`src/rtl/riscv_pkg.sv`:
```
// rtl/riscv_pkg.sv - shared RV32 decode types: control bundle, immediate select, ALU op and opcode encodings
package riscv_pkg;

  typedef struct packed {
    logic       reg_write;
    logic       mem_read;
    logic       mem_write;
    logic       mem_to_reg;
    logic       branch;
    logic [1:0] alu_op;
    logic       alu_src;
  } ctrl_t;

  typedef enum logic [2:0] {
    IMM_I = 3'd0,
    IMM_S = 3'd1,
    IMM_B = 3'd2,
    IMM_U = 3'd3,
    IMM_J = 3'd4
  } imm_sel_e;

  localparam logic [1:0] ALU_OP_ADD    = 2'b00;
  localparam logic [1:0] ALU_OP_BRANCH = 2'b01;
  localparam logic [1:0] ALU_OP_FUNCT  = 2'b10;

  localparam logic [6:0] OPC_LOAD   = 7'b0000011;
  localparam logic [6:0] OPC_STORE  = 7'b0100011;
  localparam logic [6:0] OPC_BRANCH = 7'b1100011;
  localparam logic [6:0] OPC_OP_IMM = 7'b0010011;
  localparam logic [6:0] OPC_OP     = 7'b0110011;
  localparam logic [6:0] OPC_LUI    = 7'b0110111;
  localparam logic [6:0] OPC_AUIPC  = 7'b0010111;
  localparam logic [6:0] OPC_JAL    = 7'b1101111;
  localparam logic [6:0] OPC_JALR   = 7'b1100111;

endpackage

```
`src/rtl/hazard_detect.sv`:
```
// rtl/hazard_detect.sv - combinational load-use hazard detection between decode and execute slots
module hazard_detect (
  input  logic       id_valid,
  input  logic       ex_valid,
  input  logic       ex_mem_read,
  input  logic [4:0] ex_rd,
  input  logic [4:0] id_rs1,
  input  logic [4:0] id_rs2,
  output logic       hz
);

  // rs2 is compared even for I-type instructions; a spurious stall is harmless
  assign hz = id_valid & ex_valid & ex_mem_read & (ex_rd != 5'd0) &
              ((ex_rd == id_rs1) | (ex_rd == id_rs2));

endmodule

```
`src/rtl/id_ex_stage.sv`:
```
// rtl/id_ex_stage.sv - ID/EX pipeline register with load-use bubble insertion, flush, hold and bubble counter
module id_ex_stage
  import riscv_pkg::*;
#(
  parameter int XLEN  = 32,
  parameter int CNT_W = 16
) (
  input  logic             clk,
  input  logic             rst_n,
  input  logic             id_valid,
  input  logic [XLEN-1:0]  id_pc,
  input  logic [XLEN-1:0]  id_rs1_data,
  input  logic [XLEN-1:0]  id_rs2_data,
  input  logic [XLEN-1:0]  id_imm,
  input  logic [4:0]       id_rs1,
  input  logic [4:0]       id_rs2,
  input  logic [4:0]       id_rd,
  input  logic [3:0]       id_funct,
  input  logic [7:0]       id_ctrl,
  input  logic             flush,
  input  logic             hold,
  output logic             ex_valid,
  output logic [XLEN-1:0]  ex_pc,
  output logic [XLEN-1:0]  ex_rs1_data,
  output logic [XLEN-1:0]  ex_rs2_data,
  output logic [XLEN-1:0]  ex_imm,
  output logic [4:0]       ex_rs1,
  output logic [4:0]       ex_rs2,
  output logic [4:0]       ex_rd,
  output logic [3:0]       ex_funct,
  output logic [7:0]       ex_ctrl,
  output logic             load_use_stall,
  output logic [CNT_W-1:0] bubble_count
);

  ctrl_t ex_ctrl_q;
  logic  hz;

  assign ex_ctrl = ex_ctrl_q;

  hazard_detect u_hazard_detect (
    .id_valid    (id_valid),
    .ex_valid    (ex_valid),
    .ex_mem_read (ex_ctrl_q.mem_read),
    .ex_rd       (ex_rd),
    .id_rs1      (id_rs1),
    .id_rs2      (id_rs2),
    .hz          (hz)
  );

  // Under hold the whole front end is already frozen, so no local stall is needed
  assign load_use_stall = hz & ~flush & ~hold;

  always_ff @(posedge clk or negedge rst_n) begin
    if (!rst_n) begin
      ex_valid     <= 1'b0;
      ex_pc        <= '0;
      ex_rs1_data  <= '0;
      ex_rs2_data  <= '0;
      ex_imm       <= '0;
      ex_rs1       <= '0;
      ex_rs2       <= '0;
      ex_rd        <= '0;
      ex_funct     <= '0;
      ex_ctrl_q    <= '0;
      bubble_count <= '0;
    end else if (flush || (!hold && hz)) begin
      ex_valid    <= 1'b0;
      ex_pc       <= '0;
      ex_rs1_data <= '0;
      ex_rs2_data <= '0;
      ex_imm      <= '0;
      ex_rs1      <= '0;
      ex_rs2      <= '0;
      ex_rd       <= '0;
      ex_funct    <= '0;
      ex_ctrl_q   <= '0;
      if (!flush && (bubble_count != {CNT_W{1'b1}})) begin
        bubble_count <= bubble_count + CNT_W'(1);
      end
    end else if (!hold) begin
      ex_valid    <= id_valid;
      ex_pc       <= id_pc;
      ex_rs1_data <= id_rs1_data;
      ex_rs2_data <= id_rs2_data;
      ex_imm      <= id_imm;
      ex_rs1      <= id_rs1;
      ex_rs2      <= id_rs2;
      ex_rd       <= id_rd;
      ex_funct    <= id_funct;
      // an invalid slot must never carry live control
      ex_ctrl_q   <= id_valid ? ctrl_t'(id_ctrl) : '0;
    end
  end

endmodule

```
`config.mk`:
```
export PLATFORM = sky130hd
export DESIGN_NAME = id_ex_stage
export DESIGN_NICKNAME = d
export VERILOG_FILES = /design/src/rtl/riscv_pkg.sv /design/src/rtl/hazard_detect.sv /design/src/rtl/id_ex_stage.sv
export SDC_FILE = /design/constraint.sdc
export NUM_CORES = 1
export LEC_CHECK = 0
export BUFFER_PORTS_ARGS = -buffer_cell sky130_fd_sc_hd__buf_2
export CORE_UTILIZATION = 35
export CTS_CLUSTER_DIAMETER = 60
export DETAILED_ROUTE_END_ITERATION = 7
export GPL_TIMING_DRIVEN = 0
export MAX_ROUTING_LAYER = met4
export SLEW_MARGIN = 0
export SYNTH_ARGS = -nofsm -noshare
export SYNTH_HDL_FRONTEND = slang
export SYNTH_SLANG_ARGS = --single-unit
```
`constraint.sdc`:
```
create_clock -name clk -period 2.1 [get_ports clk]
set_input_delay 0.21 -clock clk [delete_from_list [all_inputs] [get_ports clk]]
set_output_delay 0.21 -clock clk [all_outputs]
set_load 0.1 [all_outputs]
```
# == Word level (Yosys, flattened, before mapping) ==
# Cells that the tools add are included.
# word_totals
register_bits,172
latchBits,0
ramBits,0
mem_bits_ro,0
inputBits,160
output_inout_bits,173
word_cells,59
memories,0
# classes
n_addsub,1
mul,0
div,0
n_lt_le_gt_ge,0
n_eq_ne,4
shift,0
muxes,21
bitwise,9
n_reduce_logical,7
# ops
operator,n
two-way mux 32 bit,8
two-way mux 5 bit,6
two-way mux 8 bit,3
"adder 16 x 1 -> 16 bit, second input constant",1
"!= test 16 bit, second input constant",1
equality test 5 bit,2
two-way mux 4 bit,2
AND 1 bit,6
nonzero test 5 bit,1
logical AND 1 bit,2
logical NOT 1 bit,2
two-way mux 1 bit,2
"!= test 2 x 1 -> 1 bit, second input constant",1
NOT 1 bit,2
AND reduction 2 bit,1
logical OR 1 bit,1
OR 1 bit,1

# == Longest topological paths before layout ==
# depth
depth_word,7
ltp_mapped,7
ltp_nobuf,6

# == Cells and area by module ==
# Synthesis repeated with hierarchy kept, for this count alone.
# hier_totals
cells_unflattened,439
hier_area_um2,6344.8
# modules_own_cells
module,instances,cells_each,area_each_um2,seq_area_each_um2
id_ex_stage,1,422,6216.0,4304.1
hazard_detect,1,17,128.9,0.0

# == Worst setup path before layout ==
# OpenSTA, ideal clock, no wires.
# synth_timing
path_kind,register to output
from,reg ex_rd[2]
to,out load_use_stall
arrival_ps,3005
required_ps,1890
slack_ps,-1115
stages_incl_launch_ff,6
path_buffers,1
path_cell_list,dfrtp_1 xor2_1 nor3_2 a22oi_4 buf_4 nor2_1
# synth_via
elab_chain_cells,5
elab_cells_between_ends,8
classes_between,2 x eq/ne; 5 x bitwise; 1 x reduce/logical
# synth_lines
element,line_no,source
start: declaration,id_ex_stage.sv:29,"output logic [4:0] ex_rd,"
start signal: assignment,id_ex_stage.sv:89,ex_rd <= id_rd;
equality test 5 bit or nonzero test 5 bit (tied branches),"hazard_detect.sv:14, hazard_detect.sv:13",
OR 1 bit or AND 1 bit (tied branches),"hazard_detect.sv:14, hazard_detect.sv:13",
AND 1 bit (*),hazard_detect.sv:13,assign hz = id_valid & ex_valid & ex_mem_read & (ex_rd != 5'd0) &
AND 1 bit (*) (2 in a row),id_ex_stage.sv:52,assign load_use_stall = hz & ~flush & ~hold;
end: declaration,id_ex_stage.sv:32,"output logic load_use_stall,"
# Every way passes the cells marked *; elsewhere a longest branch is shown, timed or not.

# == Worst setup path after layout ==
# Same ends and word-level chain as after synthesis.

==> impl_summary.txt <==
----------------------------------------------------
[Clock network]
  Depth of the CTS H-tree ... 4
  Number of sinks on the clock net ... 172
  Clock tree from TritonCTS ... yes
  Longest Clk Path Bufs ... 2
  Latest clock arrival within the worst-skew pair ... approximately 0.42 ns
  Number of clock buffers inserted by TritonCTS ... 17
  Clock root buffer ... sky130_fd_sc_hd__clkbuf_16
  Reg clk slew, reported paths ... 0.07 ns

[Worst setup path]
  Critical Path Sink Type ... primary output
  Largest driver fanout on the critical path ... 5
  Critical Setup Path Class ... flip-flop to primary output
  Slowest CP cell ... sky130_fd_sc_hd__dfrtp_4
  Longest individual stage delay on the worst path ... between 0.5 and 0.6 ns
  Startpoint kind of the worst setup timing path ... flip-flop
  Worst EP arrival ... roughly 1.9 ns
  CP Data Required Time ... 1.89 ns
  Worst-path cell chain ... xor2_1, nor3_2, a22oi_4, buf_8, nor2_4, buf_12
  Register-to-Register Path Depth ... 6

[Detailed routing]
  Routed wire per std cell ... about 17 um
  Via count ... 5,818
  First-pass detailed-route iteration total ... 4
  DRC ... 0
  Via/cell ratio ... between 4 and 5
  Starting DRC count in detailed routing ... ~200
  Total detailed-routing wirelength ... 20.6 mm
  Routed Antenna Nets ... 0

[Timing]
  Unrepaired setup endpoints after global routing ... yes
  Final number of setup-violating endpoints ... 0
  Final critical-path share of the clock period ... 0.997
  Pins over their slew limit ... 0
  Min setup slack post-route ... approximately 0.0055 ns
  Minimum period implied by the final worst setup slack ... 2.09 ns
  Actual slew at the worst max-slew pin ... 0.899 ns
  Worst clock skew ... 0.00925 ns
  Highest achievable clock rate ... 0.477 GHz
  Relative slew slack ... 0.400
  Final count of hold timing violations ... 0

[Power]
  Register share of total power ... 0.407
  Worst IR Drop VDD ... approximately 0.00072 V
  Leakage power ... 5.67 nW
  Overall power of the completed layout ... between 8 and 9 mW
  Net Switching ... 3.28 mW
  Internal power ... 5.50 mW
  Switching power share of the total ... 0.373
  Power density cells ... 873 mW/mm^2
  Combinational share of power ... 0.248
  Clock network fraction of total power ... 0.344

[Synthesis]
  Sequential share of the synthesized area ... 0.587
  Compound-Gate Fraction of Synth Area ... 0.0218
  XOR/XNOR share of the synthesized area ... 0.0287
  Post-synth top area share ... 0.587
  Most common cell in the synthesized netlist ... sky130_fd_sc_hd__dfrtp_1
  Post-synth EDFFs ... 0
  Synth cell count leaders ... sky130_fd_sc_hd__dfrtp_1, sky130_fd_sc_hd__nor2_1, sky130_fd_sc_hd__mux2i_1
  Largest cells by area after synthesis ... sky130_fd_sc_hd__dfrtp_1, sky130_fd_sc_hd__mux2i_1, sky130_fd_sc_hd__nor2_1, sky130_fd_sc_hd__xor2_1, sky130_fd_sc_hd__buf_4
  Yosys cell types ... 40
  Main combinational cell family by area after synthesis ... multiplexers
  Number of instances in the synthesized netlist ... 609
  Adder-cell area share of the yosys netlist ... 0.00171
  Main synth FF type ... sky130_fd_sc_hd__dfrtp_1
  Number of warning messages in the yosys log ... 0
  Cell area after synthesis ... 0.00734 mm^2
  Synth area leader ... sky130_fd_sc_hd__dfrtp_1
  Synthesis-stage register bit count ... 172
  Avg Inst Size Synth ... 12.0 um^2
  Total nets after synthesis ... 770
  Post-Synth Simple-Gate Area ... 0.126
  Asr flop ratio synth ... 1.00
  Portion of netlist area occupied by mux cells ... 0.204

[Placed design]
  Cell Count Post-Placement ... ~1,200
  Half-perimeter wire length of the detailed placement result ... 15.4 mm
  Port Buf Inserts ... 331
  Placement-stage worst setup slack ... -0.101 ns
  Placer congestion estimate ... 0.757

[Worst hold path]
  Worst min path class ... input pin to flip-flop
  Number of cells on the worst hold path ... 3

[Layout]
  Share of post-route cells with drive strength above 1 ... 0.439
  # nets final ... 1,126
  Signed area change from the synthesized netlist to the final layout ... 37.1%
  Fin util ... 0.494
  Post-Layout Cell Count ... 1,249

[Global route]
  Initial antenna violation count ... 1
  Overflow left after global routing ... 0
  Gr usage total ... 0.199
  Number of global-route vias before repair ... around 6,000
  Largest net degree at the start of global routing ... 88
  First-pass GRT wire length ... 32.1 mm

[Floorplan]
  Overall die area ... about 0.022 mm^2
  Die Height ... 147 um
  Placeable core region ... just over 0.02 mm^2
  Initial core utilization ... 0.360
  Die boundary width ... 147 um
  Number of I/O pins ... about 330
  Standard-cell rows ... 52

[Flow run]
  Maxcap violations ... 0

[Status]
  Result of the run ... finished clean

----------------------------------------------------
-- state kept, by name (all words and copies together) (netlist names) --
register      count
ex_valid          1
ex_rs2_data      32
ex_imm           32
ex_rs1            5
ex_pc            32
ex_funct          4
ex_rs2            5
ex_rd             5
bubble_count     16
ex_rs1_data      32
ex_ctrl           8
-- per-stage QoR --
stage,instance area (um^2),setup TNS [ns],hold slack (ns)
floorplan,7380,0,-0.0856
global placement,9370,-364.28,0.447
detailed placement,9410,-8.50,0.261
CTS,10000,-0.0255,0.00527
global route,10100,-0.0890,0.00223
finish,10100,0,0.0249
-- final cells by class --
| type | instances | area [um^2] |
|---|---|---|
| repair buffers | 337 | 1750 |
| diodes | 1 | 2.50 |
| clock buffers | 18 | 429 |
| well taps | 270 | 338 |
| fillers | 1936 | 10300 |
| multi-input cells | 394 | 2830 |
| clock inverters | 14 | 128 |
| inverters | 4 | 15.0 |
| flip-flops and latches | 172 | 4340 |
| plain buffers | 39 | 225 |
-- power groups by stage --
stage | Sequential, mW | Clock, mW | Combinational [mW]
after floorplan | 4.85 | 0 | 0.417
after global placement | 3.63 | 0 | 2.16
after detailed placement | 3.64 | 0 | 2.18
after CTS | 3.58 | 3.12 | 2.20
after global routing | 3.60 | 3.25 | 2.29
final | 3.58 | 3.02 | 2.18
-- per-layer routing --
layer | global-route usage | vias up | routed length [um]
li1 | - | 2762 | -
met1 | 0.251 | 2794 | 9040
met2 | 0.320 | 240 | 9910
met3 | 0.0447 | 22 | 1340
met4 | 0.0578 | 0 | 331
met5 | - | - | 0
-- timing repair --
| action | CTS | global route |
|---|---|---|
| endpoints found under the setup margin | 141 | 3 |
| pin swaps | 3 | 0 |
| buffers inserted | 4 | 0 |
| gates resized for setup | 9 | 2 |
| hold buffers | 1 | 0 |
| endpoints found under the hold margin | 85 | 0 |
-- cells by family after synthesis --
kind of cell | Yosys count
DFF | 172
buffers and inverters | 43
and+or+nand+nor | 202
adders and majority gates | 1
AOI/OAI and AO/OA | 18
muxes | 149
xor gates and xnor gates | 24
-- cells in the final DEF, fill, tap and decap left out, drive strengths merged, types with 2 or more instances in the layout --
master    Yosys  routed
a22oi         9       9
or3           3       3
o21ai         2       2
clkinv        0       3
inv           4      12
mux2          2       2
mux2i       147     147
dfrtp       172     172
nand3         7       7
xnor2         4       4
nor2        159     159
nor3          7       7
clkbuf       17      35
and3          3       3
xor2         20      20
clkinvlp      0       3
nand2         4       4
nor4b         2       2
buf          22     358
nor4          8       8
a21oi         3       3
nand4         4       4
-- path summary, 6_finish.rpt --
| kind | startpoint | to | slack, ns |
|---|---|---|---|
| worst max-delay path | ex_rd[2]$_DFFE_PN0P_ | load_use_stall | 0.005 |
| max in group asynchronous | rst_n | ex_pc[13]$_DFFE_PN0P_ | 0.85 |
| worst min register to register | bubble_count[10]$_DFFE_PN0P_ | bubble_count[10]$_DFFE_PN0P_ | 0.49 |
| min in group asynchronous | rst_n | ex_rs1_data[10]$_DFFE_PN0P_ | 0.37 |
| worst max register to register | ex_rd[2]$_DFFE_PN0P_ | bubble_count[9]$_DFFE_PN0P_ | 0.10 |
| worst min-delay path | id_rs1_data[17] | ex_rs1_data[17]$_DFFE_PN0P_ | 0.02 |
-- worst max-delay path: cells and delay by family, from the launching register on --
family	cells	cell delay, ns
AOI/OAI and AO/OA	1	0.15
DFF	1	0.53
buffers and inverters	2	0.33
xor gates and xnor gates	1	0.19
and+or+nand+nor	2	0.28
Power figures use the tool's default switching activity.
